--- src/rtl/fc_fetch_ctrl_pkg.sv ---
// fc_pkg: shared types and default sizes for the FC operand fetch sequencer.
//   region_e : buffer region selector carried on wr_sel (X, W1, B1, W2, B2)
//   state_e  : fetch FSM state encodings
//   idx_width: index width helper, never narrower than one bit
package fc_pkg;

  localparam int DEF_WORD_SIZE      = 16;
  localparam int DEF_ADDRESS_SIZE   = 16;
  localparam int DEF_IP_LAYER_SIZE  = 128;
  localparam int DEF_OP_LAYER_SIZE  = 84;
  localparam int DEF_OP2_LAYER_SIZE = 10;

  typedef enum logic [2:0] {
    REG_X  = 3'd0,
    REG_W1 = 3'd1,
    REG_B1 = 3'd2,
    REG_W2 = 3'd3,
    REG_B2 = 3'd4
  } region_e;

  typedef enum logic [1:0] {
    S_IDLE = 2'd0,
    S_REQ  = 2'd1,
    S_WAIT = 2'd2,
    S_DONE = 2'd3
  } state_e;

  function automatic int idx_width(input int n);
    return ($clog2(n) < 1) ? 1 : $clog2(n);
  endfunction

endpackage

--- src/rtl/fc_fetch_ctrl_if.sv ---
// fc_fetch_ctrl_if: RAM read port plus operand-buffer write bus.
//   ram_rd_en/ram_addr   : read request (master -> RAM)
//   ram_data/ram_valid   : read return  (RAM -> master)
//   wr_en/sel/row/col/data: buffer write strobe and index (master -> buffers)
interface fc_fetch_ctrl_if
  import fc_pkg::*;
#(
  parameter int WORD_SIZE    = DEF_WORD_SIZE,
  parameter int ADDRESS_SIZE = DEF_ADDRESS_SIZE,
  parameter int ROW_W        = idx_width(DEF_OP_LAYER_SIZE),
  parameter int COL_W        = idx_width(DEF_IP_LAYER_SIZE)
) ();

  logic                    ram_rd_en;
  logic [ADDRESS_SIZE-1:0] ram_addr;
  logic [WORD_SIZE-1:0]    ram_data;
  logic                    ram_valid;

  logic                    wr_en;
  logic [2:0]              wr_sel;
  logic [ROW_W-1:0]        wr_row;
  logic [COL_W-1:0]        wr_col;
  logic [WORD_SIZE-1:0]    wr_data;

  modport master (
    output ram_rd_en, ram_addr, wr_en, wr_sel, wr_row, wr_col, wr_data,
    input  ram_data, ram_valid
  );

  modport slave (
    input  ram_rd_en, ram_addr, wr_en, wr_sel, wr_row, wr_col, wr_data,
    output ram_data, ram_valid
  );

endinterface

--- src/rtl/fc_fetch_ctrl_index_counter.sv ---
// fc_index_counter: row-major row/col counter with run-time bounds.
//   clk, reset (async, active-low)
//   clear_i   : force row/col to 0 (priority over inc_i)
//   inc_i     : step col, carrying into row at col_max_i
//   row_max_i/col_max_i : last valid row/col index of the current region
//   row_o/col_o : current index; last_o : index is (row_max, col_max)
module fc_index_counter #(
  parameter int ROW_W = 7,
  parameter int COL_W = 7
) (
  input  logic             clk,
  input  logic             reset,
  input  logic             clear_i,
  input  logic             inc_i,
  input  logic [ROW_W-1:0] row_max_i,
  input  logic [COL_W-1:0] col_max_i,
  output logic [ROW_W-1:0] row_o,
  output logic [COL_W-1:0] col_o,
  output logic             last_o
);

  logic [ROW_W-1:0] row_q, row_d;
  logic [COL_W-1:0] col_q, col_d;

  always_comb begin
    row_d = row_q;
    col_d = col_q;
    if (clear_i) begin
      row_d = '0;
      col_d = '0;
    end else if (inc_i) begin
      if (col_q == col_max_i) begin
        col_d = '0;
        row_d = (row_q == row_max_i) ? '0 : row_q + ROW_W'(1);
      end else begin
        col_d = col_q + COL_W'(1);
      end
    end
  end

  always_ff @(posedge clk or negedge reset) begin
    if (!reset) begin
      row_q <= '0;
      col_q <= '0;
    end else begin
      row_q <= row_d;
      col_q <= col_d;
    end
  end

  assign row_o  = row_q;
  assign col_o  = col_q;
  assign last_o = (row_q == row_max_i) && (col_q == col_max_i);

endmodule

--- src/rtl/fc_fetch_ctrl.sv ---
// fc_fetch_ctrl: walks X, W1, B1, W2, B2 contiguously from a latched base
// address, one outstanding RAM read at a time, and steers each returned word
// to its buffer with a registered write strobe.
//   clk, reset (async, active-low)
//   start_i / base_addr_i : begin a fetch (sampled in IDLE only)
//   abort_i               : cancel, back to IDLE without done
//   bus_if (master)       : RAM read port and buffer write bus
//   busy_o                : high outside IDLE
//   done_o                : one-cycle pulse, coincides with the last write
//
// state | meaning
// IDLE  | waiting for start
// REQ   | one-cycle read request at base + word count
// WAIT  | waiting for ram_valid, then capture the word
// DONE  | completion pulse
module fc_fetch_ctrl
  import fc_pkg::*;
#(
  parameter int WORD_SIZE      = DEF_WORD_SIZE,
  parameter int ADDRESS_SIZE   = DEF_ADDRESS_SIZE,
  parameter int IP_LAYER_SIZE  = DEF_IP_LAYER_SIZE,
  parameter int OP_LAYER_SIZE  = DEF_OP_LAYER_SIZE,
  parameter int OP2_LAYER_SIZE = DEF_OP2_LAYER_SIZE,
  parameter int ROW_W          = idx_width(OP_LAYER_SIZE),
  parameter int COL_W          = idx_width(IP_LAYER_SIZE)
) (
  input  logic                    clk,
  input  logic                    reset,
  input  logic                    start_i,
  input  logic                    abort_i,
  input  logic [ADDRESS_SIZE-1:0] base_addr_i,
  fc_fetch_ctrl_if.master         bus_if,
  output logic                    busy_o,
  output logic                    done_o
);

  localparam logic [1:0] ST_IDLE = 2'(S_IDLE);
  localparam logic [1:0] ST_REQ  = 2'(S_REQ);
  localparam logic [1:0] ST_WAIT = 2'(S_WAIT);
  localparam logic [1:0] ST_DONE = 2'(S_DONE);

  localparam logic [COL_W-1:0] IP_C  = COL_W'(IP_LAYER_SIZE - 1);
  localparam logic [COL_W-1:0] OP_C  = COL_W'(OP_LAYER_SIZE - 1);
  localparam logic [ROW_W-1:0] OP_R  = ROW_W'(OP_LAYER_SIZE - 1);
  localparam logic [ROW_W-1:0] OP2_R = ROW_W'(OP2_LAYER_SIZE - 1);

  logic [1:0]              state_q, state_d;
  logic [ADDRESS_SIZE-1:0] base_q, base_d;
  logic [ADDRESS_SIZE-1:0] word_q, word_d;
  region_e                 region_q, region_d;
  logic                    wr_en_q, wr_en_d;
  logic [2:0]              wr_sel_q, wr_sel_d;
  logic [ROW_W-1:0]        wr_row_q, wr_row_d;
  logic [COL_W-1:0]        wr_col_q, wr_col_d;
  logic [WORD_SIZE-1:0]    wr_data_q, wr_data_d;

  logic             cnt_clear, cnt_inc, cnt_last;
  logic [ROW_W-1:0] cnt_row, row_max;
  logic [COL_W-1:0] cnt_col, col_max;

  // Bounds of the region currently being filled (last row/col index).
  always_comb begin
    row_max = '0;
    col_max = '0;
    case (region_q)
      REG_X:   col_max = IP_C;
      REG_W1:  begin row_max = OP_R;  col_max = IP_C; end
      REG_B1:  row_max = OP_R;
      REG_W2:  begin row_max = OP2_R; col_max = OP_C; end
      default: row_max = OP2_R;
    endcase
  end

  fc_index_counter #(.ROW_W(ROW_W), .COL_W(COL_W)) u_idx (
    .clk       (clk),
    .reset     (reset),
    .clear_i   (cnt_clear),
    .inc_i     (cnt_inc),
    .row_max_i (row_max),
    .col_max_i (col_max),
    .row_o     (cnt_row),
    .col_o     (cnt_col),
    .last_o    (cnt_last)
  );

  always_comb begin
    state_d   = state_q;
    base_d    = base_q;
    word_d    = word_q;
    region_d  = region_q;
    wr_en_d   = 1'b0;
    wr_sel_d  = wr_sel_q;
    wr_row_d  = wr_row_q;
    wr_col_d  = wr_col_q;
    wr_data_d = wr_data_q;
    cnt_clear = 1'b0;
    cnt_inc   = 1'b0;
    case (state_q)
      ST_IDLE: begin
        if (start_i) begin
          base_d    = base_addr_i;
          word_d    = '0;
          region_d  = REG_X;
          cnt_clear = 1'b1;
          state_d   = ST_REQ;
        end
      end
      ST_REQ: state_d = abort_i ? ST_IDLE : ST_WAIT;
      ST_WAIT: begin
        if (abort_i) begin
          state_d = ST_IDLE;
        end else if (bus_if.ram_valid) begin
          wr_en_d   = 1'b1;
          wr_sel_d  = region_q;
          wr_row_d  = cnt_row;
          wr_col_d  = cnt_col;
          wr_data_d = bus_if.ram_data;
          word_d    = word_q + ADDRESS_SIZE'(1);
          state_d   = ST_REQ;
          if (cnt_last) begin
            // Region boundary: restart the index counter for the next region.
            cnt_clear = 1'b1;
            if (region_q == REG_B2) state_d = ST_DONE;
            else                    region_d = region_e'(region_q + 3'd1);
          end else begin
            cnt_inc = 1'b1;
          end
        end
      end
      default: state_d = ST_IDLE;
    endcase
  end

  always_ff @(posedge clk or negedge reset) begin
    if (!reset) begin
      state_q   <= ST_IDLE;
      base_q    <= '0;
      word_q    <= '0;
      region_q  <= REG_X;
      wr_en_q   <= 1'b0;
      wr_sel_q  <= '0;
      wr_row_q  <= '0;
      wr_col_q  <= '0;
      wr_data_q <= '0;
    end else begin
      state_q   <= state_d;
      base_q    <= base_d;
      word_q    <= word_d;
      region_q  <= region_d;
      wr_en_q   <= wr_en_d;
      wr_sel_q  <= wr_sel_d;
      wr_row_q  <= wr_row_d;
      wr_col_q  <= wr_col_d;
      wr_data_q <= wr_data_d;
    end
  end

  assign bus_if.ram_rd_en = (state_q == ST_REQ);
  assign bus_if.ram_addr  = base_q + word_q;
  assign bus_if.wr_en     = wr_en_q;
  assign bus_if.wr_sel    = wr_sel_q;
  assign bus_if.wr_row    = wr_row_q;
  assign bus_if.wr_col    = wr_col_q;
  assign bus_if.wr_data   = wr_data_q;
  assign busy_o           = (state_q != ST_IDLE);
  assign done_o           = (state_q == ST_DONE);

endmodule

--- src/flat_wrapper.sv ---
// flat-port wrapper written by rule: the top's interface ports become plain ports
module fc_fetch_ctrl_flat import fc_pkg::*;
#(
  parameter int WORD_SIZE      = DEF_WORD_SIZE,
  parameter int ADDRESS_SIZE   = DEF_ADDRESS_SIZE,
  parameter int IP_LAYER_SIZE  = DEF_IP_LAYER_SIZE,
  parameter int OP_LAYER_SIZE  = DEF_OP_LAYER_SIZE,
  parameter int OP2_LAYER_SIZE = DEF_OP2_LAYER_SIZE,
  parameter int ROW_W          = idx_width(OP_LAYER_SIZE),
  parameter int COL_W          = idx_width(IP_LAYER_SIZE)
)
  (clk, reset, start_i, abort_i, base_addr_i, busy_o, done_o, bus_if_ram_rd_en, bus_if_ram_addr, bus_if_wr_en, bus_if_wr_sel, bus_if_wr_row, bus_if_wr_col, bus_if_wr_data, bus_if_ram_data, bus_if_ram_valid);
  fc_fetch_ctrl_if #(.WORD_SIZE(WORD_SIZE), .ADDRESS_SIZE(ADDRESS_SIZE), .ROW_W(ROW_W), .COL_W(COL_W)) bus_if_i ();
  input  logic clk;
  input  logic reset;
  input  logic start_i;
  input  logic abort_i;
  input  logic [ADDRESS_SIZE-1:0] base_addr_i;
  output logic busy_o;
  output logic done_o;
  output wire logic [$bits(bus_if_i.ram_rd_en)-1:0] bus_if_ram_rd_en;
  output wire logic [$bits(bus_if_i.ram_addr)-1:0] bus_if_ram_addr;
  output wire logic [$bits(bus_if_i.wr_en)-1:0] bus_if_wr_en;
  output wire logic [$bits(bus_if_i.wr_sel)-1:0] bus_if_wr_sel;
  output wire logic [$bits(bus_if_i.wr_row)-1:0] bus_if_wr_row;
  output wire logic [$bits(bus_if_i.wr_col)-1:0] bus_if_wr_col;
  output wire logic [$bits(bus_if_i.wr_data)-1:0] bus_if_wr_data;
  input wire logic [$bits(bus_if_i.ram_data)-1:0] bus_if_ram_data;
  input wire logic [$bits(bus_if_i.ram_valid)-1:0] bus_if_ram_valid;
  assign bus_if_ram_rd_en = bus_if_i.ram_rd_en;
  assign bus_if_ram_addr = bus_if_i.ram_addr;
  assign bus_if_wr_en = bus_if_i.wr_en;
  assign bus_if_wr_sel = bus_if_i.wr_sel;
  assign bus_if_wr_row = bus_if_i.wr_row;
  assign bus_if_wr_col = bus_if_i.wr_col;
  assign bus_if_wr_data = bus_if_i.wr_data;
  assign bus_if_i.ram_data = bus_if_ram_data;
  assign bus_if_i.ram_valid = bus_if_ram_valid;
  fc_fetch_ctrl #(.WORD_SIZE(WORD_SIZE), .ADDRESS_SIZE(ADDRESS_SIZE), .IP_LAYER_SIZE(IP_LAYER_SIZE), .OP_LAYER_SIZE(OP_LAYER_SIZE), .OP2_LAYER_SIZE(OP2_LAYER_SIZE), .ROW_W(ROW_W), .COL_W(COL_W)) u_core (.clk(clk), .reset(reset), .start_i(start_i), .abort_i(abort_i), .base_addr_i(base_addr_i), .bus_if(bus_if_i), .busy_o(busy_o), .done_o(done_o));
endmodule
--- config.mk ---
export PLATFORM = sky130hd
export DESIGN_NAME = fc_fetch_ctrl_flat
export DESIGN_NICKNAME = d
export VERILOG_FILES = /design/src/rtl/fc_fetch_ctrl_pkg.sv /design/src/rtl/fc_fetch_ctrl_if.sv /design/src/rtl/fc_fetch_ctrl_index_counter.sv /design/src/rtl/fc_fetch_ctrl.sv /design/src/flat_wrapper.sv
export SDC_FILE = /design/constraint.sdc
export NUM_CORES = 1
export LEC_CHECK = 0
export ABC_AREA = 1
export CORE_MARGIN = 1.5
export CORE_UTILIZATION = 25
export CTS_CLUSTER_DIAMETER = 60
export CTS_CLUSTER_SIZE = 30
export DETAILED_ROUTE_END_ITERATION = 6
export GPL_TIMING_DRIVEN = 0
export HOLD_SLACK_MARGIN = 0.06
export PLACE_DENSITY = 0.42
export SLEW_MARGIN = 15
export SYNTH_ARGS = -nofsm -noshare
export SYNTH_HDL_FRONTEND = slang
export SYNTH_SLANG_ARGS = --single-unit
--- constraint.sdc ---
create_clock -name clk -period 2.3 [get_ports clk]
set_input_delay 0.46 -clock clk [delete_from_list [all_inputs] [get_ports clk]]
set_output_delay 0.46 -clock clk [all_outputs]
set_load 0.05 [all_outputs]
==> implementation parameters, run 1 <==
Parameter                              Value

Placed design
  Routability congestion estimate ... 0.793
  Post-placement cell area ... 6050 um^2
  Detailed placer's ending HPWL ... 9.45 mm
  Port Buf Inserts ... 89

Setup path
  Worst setup path start ... u_core.word_q[3]$_DFFE_PN0P_
  Depth of the worst register-to-register path ... 10
  R2r setup slk ... 230 ps
  Start of the worst register-to-register path ... u_core.region_q[0]$_DFFE_PN0P_
  Critical Path AT ... 2170 ps
  Nature of the critical path startpoint ... register
  Required arrival time at the worst endpoint ... 1840 ps
  Critical path capture point type ... primary output
  Largest fanout on the critical path ... 4
  Crit path kind ... register to primary output
  Endpoint of the worst register-to-register path ... u_core.u_idx.col_o[3]$_DFFE_PN0P_

Power and ir drop
  Switching power of the nets ... 0.00232 W
  Total chip power ... 0.00560 W
  Portion of total power attributed to sequential cells ... 34.3%
  Switching power as a share of total power ... 41.5%
  Power density over cell area ... 831 nW/um^2
  Static leakage ... 3.15 nW
  Worst vdd ir ... 418 uV
  Gate power share ... 41.0%
  Power share of the clock group ... 24.7%
  Internal Power ... 0.00327 W

Finish
  Final net count ... 759
  Utilization after layout ... 37.2%
  Fraction of final layout cells with drive strength greater than 1 ... 19.1%
  Area delta synth->final ... 45.3%
  Number of inserted diodes ... 0
  Final Instance Area ... 6740 um^2

Global routing
  Global-route wire length before repair ... 21.2 mm
  Number of global-route vias before repair ... 4255
  Total routing resource utilization after global routing ... 13.8%
  Maximum number of pins on one net before global-route repair ... 53
  Antenna violations before repair ... 0
  Final global-route overflow total ... 0

Floorplanning
  Height of the chip ... 139 um
  Count of standard-cell rows ... 49
  Starting utilization of the core area ... 25.6%
  DIE AREA ... 19400 um^2
  Number of top-level pins ... 90
  Core region area ... 18100 um^2
  Die Width ... 139 um

Synthesis
  Number of register bits inferred by synthesis ... 85
  Mapped Cells ... 585
  Area of the mapped netlist ... 4640 um^2
  Post-Syn Nets ... 646
  Sequential-to-total area share from yosys stat ... 45.9%
  Total number of yosys warnings ... 0
  Avg Cell Area, Syn ... 7.93 um^2
  Number of unique standard cell types used by synthesis ... 36

Drt
  Wire per inst ... 13.6 um
  Drt initial violations ... 209
  First-pass iteration count of the detailed router ... 6
  Mean number of vias per cell ... 4.42
  Total number of vias ... 4124
  Number of design rule violations left after detail routing ... 10
  Wirelength, routed ... 12.7 mm
  Number of nets with antenna violations after routing ... 0

STA
  Max-slew headroom ... 61.1%
  Final-report hold violation count ... 0
  Tmin final ... 2630 ps
  Number of pins exceeding their max-slew limit in the final report ... 0
  Unrepaired setup endpoints after global routing ... true
  Least setup slack across all paths after layout ... -332 ps
  Final period util ... 114%
  Maximum achievable frequency ... 380 MHz
  Setup-failing EPs final ... 12
  Clock skew ... 3.40 ps
  Worst-Margin Slew ... 583 ps
  Total negative setup slack ... -2490 ps
  Tightest hold margin ... 68.7 ps

Clock network
  Number of clock buffers inserted by TritonCTS ... 9
  Source-to-sink clock delay at the later pin of the worst-skew pair ... 350 ps
  Clock tree from TritonCTS ... done
  Clock root buffer master ... clkbuf_16
  Number of sinks handled by clock tree synthesis ... 85
  Clock slew at the register clock pins of the worst setup and hold paths ... 70 ps
  Max Root-Sink Buffers ... 2
  Hold-fix buffers at CTS ... 0
  H-tree depth ... 3

Flow run
  Number of max-cap violations ... 0

Outcome
  Failing checks ... design-rule violations, negative setup slack
  Run status ... complete, but fails checks

Worst hold path
  Path type of the worst min-delay path ... input pin to async pin
[registers in the layout (all words and copies together) (netlist names)]
register	count
u_core.bus_if.wr_en	1
u_core.state_q	2
u_core.bus_if.wr_row	7
u_core.word_q	16
u_core.bus_if.wr_col	7
u_core.region_q	3
u_core.bus_if.wr_data	16
u_core.bus_if.wr_sel	3
u_core.u_idx.col_o	7
u_core.u_idx.row_o	7
u_core.base_q	16
[routing by layer]
metal  global-route usage (%)  part of all wire (%)  vias up
met3                     3.14                   3.6       11
met1                     17.7                    47     1961
met2                     22.9                    48       60
met4                     4.70                   1.3        0
met5                        0                     0        -
li1                         -                     -     2092
[cells in the mapped netlist, drive strengths merged]
library cell	count	area, um^2
nand2	205	808
dfrtp	85	2130
nor2	56	236
inv	54	203
o21ai	40	200
nand3	30	178
a21oi	26	130
ha	23	288
xor2	12	105
clkbuf	9	33.8
xnor2	9	78.8
nand4	7	43.8
nor3	7	40.0
buf	4	20.0
and3	3	18.8
a211oi	2	15.0
o21bai	2	15.0
o31ai	2	15.0
or2	2	12.5
a21boi	1	7.51
a21o	1	7.51
a221oi	1	8.76
fa	1	20.0
nand3b	1	7.51
o211a	1	10.0
o21a	1	7.51
[power by group through the flow]
stage	Clock [W]	Sequential, W	Combinational [W]
2_1_floorplan	0	0.00240	0.000977
3_3_place_gp	0	0.00193	0.00219
3_5_place_dp	0	0.00193	0.00220
4_1_cts	0.00144	0.00192	0.00227
5_1_grt	0.00150	0.00195	0.00245
6_report	0.00138	0.00192	0.00229
[cell families (layout without fill, tap and decap cells)]
logic type / count (synthesis) / in the layout / share of synthesized area [%]
AOI/OAI and AO/OA: 77 / 77 / 8.99
DFF: 85 / 85 / 45.9
adders and majority gates: 24 / 24 / 6.64
and+or+nand+nor: 311 / 311 / 29.0
buffers and inverters: 67 / 185 / 5.53
xor gates and xnor gates: 21 / 21 / 3.97
[how the worst max path moves through the flow]
stage	endpoint	slack [ps]
after floorplan	bus_if_ram_addr[10]	-70
after global placement	u_core.base_q[13]$_DFFE_PN0P_	-2640
after detailed placement	bus_if_ram_addr[10]	-890
after CTS	bus_if_ram_addr[10]	-410
after global routing	bus_if_ram_addr[14]	-430
final	bus_if_ram_addr[10]	-330
[worst max-delay path: stages (launching register included)]
cell      delay [ps]
dfrtp_2          430
ha_4             270
a21oi_4          170
o21ai_4          100
a21boi_4         260
nor2_2            70
o21ai_2          210
xnor2_4          140
buf_6            170
[through the flow]
stage / setup WS [ps] / cells
global placement: -2640 / 903
global route: -427 / 932
detailed placement: -890 / 904
finish: -332 / 932
floorplan: -66.2 / 585
CTS: -405 / 926
[cell usage in the layout, fill, tap and decap left out, drive strengths merged, types with 4 or more instances in the layout]
cell / synthesis / layout
nand2: 205 / 205
dfrtp: 85 / 85
clkdlybuf4s50: 0 / 70
nor2: 56 / 56
inv: 54 / 54
o21ai: 40 / 40
buf: 4 / 33
nand3: 30 / 30
a21oi: 26 / 26
ha: 23 / 23
clkbuf: 9 / 18
xor2: 12 / 12
xnor2: 9 / 9
nand4: 7 / 7
nor3: 7 / 7
clkinvlp: 0 / 4
[area by class of cell]
| type | instances | area (um^2) |
|---|---|---|
| Inverter | 54 | 203 |
| Timing Repair Buffer | 102 | 1010 |
| Fill cell | 1854 | 11400 |
| Clock buffer | 9 | 225 |
| Buffer | 13 | 53.8 |
| Tap cell | 229 | 287 |
| Clock inverter | 7 | 52.6 |
| Sequential cell | 85 | 2140 |
| Multi-Input combinational cell | 433 | 2770 |
[what timing repair did]
action | in CTS | in global routing
setup buffers | 6 | 6
gates resized for setup | 149 | 25
hold endpoints to repair | 0 | 0
endpoints found under the setup margin | 18 | 15
pin swaps | 20 | 19
Note: power is estimated with default switching activity, not from simulation.
==> run 2, diff against run 1 <==
CTS_CLUSTER_SIZE = unset   (was 30)
HOLD_SLACK_MARGIN = 0.03   (was 0.06)
==> results of run 2 <==
Same layout as run 1: the final DEF is identical, and so are final timing and power.
==> run 3, diff against run 2 <==
SKIP_CTS_REPAIR_TIMING = 1   (was unset)
==> implementation parameters, run 3 (synthesis gave the netlist of run 1 again) <==
Parameter                              Value

Power and ir drop
  Worst vdd ir ... 418 uV (about the same)
  Switching power as a share of total power ... 41.4% (-0.085 points)
  Power density over cell area ... 831 nW/um^2 (about the same)
  Gate power share ... 40.9% (about the same)
  Static leakage ... 3.17 nW (+0.60%)
  Portion of total power attributed to sequential cells ... 34.4% (about the same)
  Power share of the clock group ... 24.7% (about the same)
  Internal Power ... 0.00327 W (-0.11%)
  Switching power of the nets ... 0.00231 W (-0.46%)

Floorplanning
  Height of the chip ... 139 um (unchanged)
  Starting utilization of the core area ... 25.6% (unchanged)
  Core region area ... 18100 um^2 (unchanged)
  Die Width ... 139 um (unchanged)
  Count of standard-cell rows ... 49 (unchanged)
  DIE AREA ... 19400 um^2 (unchanged)
  Number of top-level pins ... 90 (unchanged)

STA
  Number of pins exceeding their max-slew limit in the final report ... 0 (unchanged)
  Final-report hold violation count ... 0 (unchanged)
  Least setup slack across all paths after layout ... -412 ps (-80.0 ps)
  Final period util ... 118% (+3.5 points)
  Clock skew ... 3.80 ps (+0.406 ps)
  Worst-Margin Slew ... 579 ps (-4.43 ps)
  Max-slew headroom ... 61.4% (+0.30 points)
  Tmin final ... 2710 ps (+80.0 ps)
  Maximum achievable frequency ... 369 MHz (-2.9%)
  Tightest hold margin ... 69.4 ps (+0.695 ps)
  Unrepaired setup endpoints after global routing ... true
  Setup-failing EPs final ... 12 (unchanged)

Clock network
  H-tree depth ... 3 (unchanged)
  Number of sinks handled by clock tree synthesis ... 85 (unchanged)
  Clock root buffer master ... clkbuf_16
  Clock slew at the register clock pins of the worst setup and hold paths ... 70 ps (about the same)
  Clock tree from TritonCTS ... done
  Source-to-sink clock delay at the later pin of the worst-skew pair ... 350 ps (about the same)
  Max Root-Sink Buffers ... 2 (unchanged)
  Number of clock buffers inserted by TritonCTS ... 9 (unchanged)

Placed design
  Port Buf Inserts ... 89 (unchanged)
  Detailed placer's ending HPWL ... 9.45 mm (unchanged)
  Routability congestion estimate ... 0.793 (unchanged)
  Post-placement cell area ... 6050 um^2 (unchanged)
  Setup Slack @ Placement ... -890 ps (unchanged)

Worst hold path
  Path type of the worst min-delay path ... input pin to async pin

Flow run
  Number of max-cap violations ... 0 (unchanged)

Drt
  Mean number of vias per cell ... 4.42 (-0.18%)
  Drt initial violations ... 194 (-7.2%)
  First-pass iteration count of the detailed router ... 7 (+1)
  Total number of vias ... 4112 (-0.29%)
  Number of design rule violations left after detail routing ... 5 (-5)
  Wire per inst ... 13.6 um (about the same)
  Wirelength, routed ... 12.7 mm (about the same)
  Number of nets with antenna violations after routing ... 0 (unchanged)

Finish
  Number of inserted diodes ... 0 (unchanged)
  Area delta synth->final ... 44.9%
  Fraction of final layout cells with drive strength greater than 1 ... 18.8% (-0.26 points)
  Top library cells by usage in the layout, fill and taps aside ... nand2_1, dfrtp_1, clkdlybuf4s50_1
  Final net count ... 758 (-0.13%)
  Most frequent standard cell in the layout excluding fill and tap cells ... nand2_1
  Final Instance Area ... 6720 um^2 (-0.24%)
  Count of filler cells inserted in the layout ... 1862 (+0.43%)

Setup path
  Worst-path cell with the longest stage delay ... dfrtp_2
  Critical Path AT ... 2250 ps (+80 ps)
  Critical Path Max Stage Delay ... 420 ps (about the same)
  Required arrival time at the worst endpoint ... 1840 ps (about the same)
  Nature of the critical path startpoint ... register
  Largest fanout on the critical path ... 4 (unchanged)
  Crit path kind ... register to primary output
  Critical path capture point type ... primary output
  Worst path cell trace ... ha_4 > inv_2 > fa_2 > o21ai_4 > a21boi_4 > nor2_2 > o21ai_2 > xnor2_4 > buf_6

Global routing
  Antenna violations before repair ... 0 (unchanged)
  Total routing resource utilization after global routing ... 13.5% (-0.30 points)
  Number of global-route vias before repair ... 4163 (-2.2%)
  Global-route wire length before repair ... 20.8 mm (-2.2%)
  Maximum number of pins on one net before global-route repair ... 53 (unchanged)
  Final global-route overflow total ... 0 (unchanged)

Outcome
  Failing checks ... design-rule violations, negative setup slack
  Run status ... complete, but fails checks
[run 3: final cells by class]
cell class	instances	area, um^2	area share (%)
Sequential cell	85	2140	31.8
Clock buffer	9	225	3.35
Tap cell	229	287	4.26
Multi-Input combinational cell	433	2750	40.9
Timing Repair Buffer	101	1010	15.1
Inverter	54	203	3.02
Clock inverter	7	52.6	0.782
Buffer	13	53.8	0.801
[run 3: stage by stage]
step	cells	util, %	setup TNS, ps	power [W]
6_report	931	37.1	-3090	0.00558
5_1_grt	931	37.1	-4220	0.00589
4_1_cts	920	35.0	-14580	0.00556
3_5_place_dp	904	33.5	-8490	0.00413
3_3_place_gp	903	33.3	-231690	0.00412
2_1_floorplan	585	-	-112	0.00338
[run 3: worst max-delay path: cells and delay by family (launching register included)]
kind,cells,cell delay (ps)
buffers and inverters,2,210
flip-flops,1,420
AO/OA/AOI/OAI,3,460
AND/OR/NAND/NOR,1,110
adder cells (fa/ha/maj),2,540
XOR/XNOR,1,160
[run 3: final timing paths]
check	startpoint	endpoint	slack [ps]	depth (start not counted)
min in group clk	u_core.bus_if.wr_data[14]$_DFFE_PN0P_	u_core.bus_if.wr_data[14]$_DFFE_PN0P_	490	2
worst min-delay path	reset	u_core.bus_if.wr_row[2]$_DFFE_PN0P_	70	1
worst max register to register	u_core.region_q[0]$_DFFE_PN0P_	u_core.u_idx.col_o[3]$_DFFE_PN0P_	260	10
worst min register to register	u_core.bus_if.wr_data[14]$_DFFE_PN0P_	u_core.bus_if.wr_data[14]$_DFFE_PN0P_	490	2
max in group asynchronous	reset	u_core.word_q[8]$_DFFE_PN0P_	1570	2
worst max-delay path	u_core.word_q[0]$_DFFE_PN0P_	bus_if_ram_addr[10]	-410	9
[run 3: power by group through the flow]
stage	clock network [W]	logic (W)	registers, W
6_report	0.00138	0.00228	0.00192
5_1_grt	0.00150	0.00244	0.00195
4_1_cts	0.00144	0.00221	0.00191
3_5_place_dp	0	0.00220	0.00193
3_3_place_gp	0	0.00219	0.00193
2_1_floorplan	0	0.000977	0.00240
[run 3: metal layers]
layer | share of wire (%) | GRT usage, % | routed length [um]
met1 | 48 | 17.5 | 6020
met2 | 48 | 22.1 | 6020
met3 | 3.6 | 3.11 | 455
met4 | 1.3 | 4.70 | 166
met5 | 0 | 0 | 0
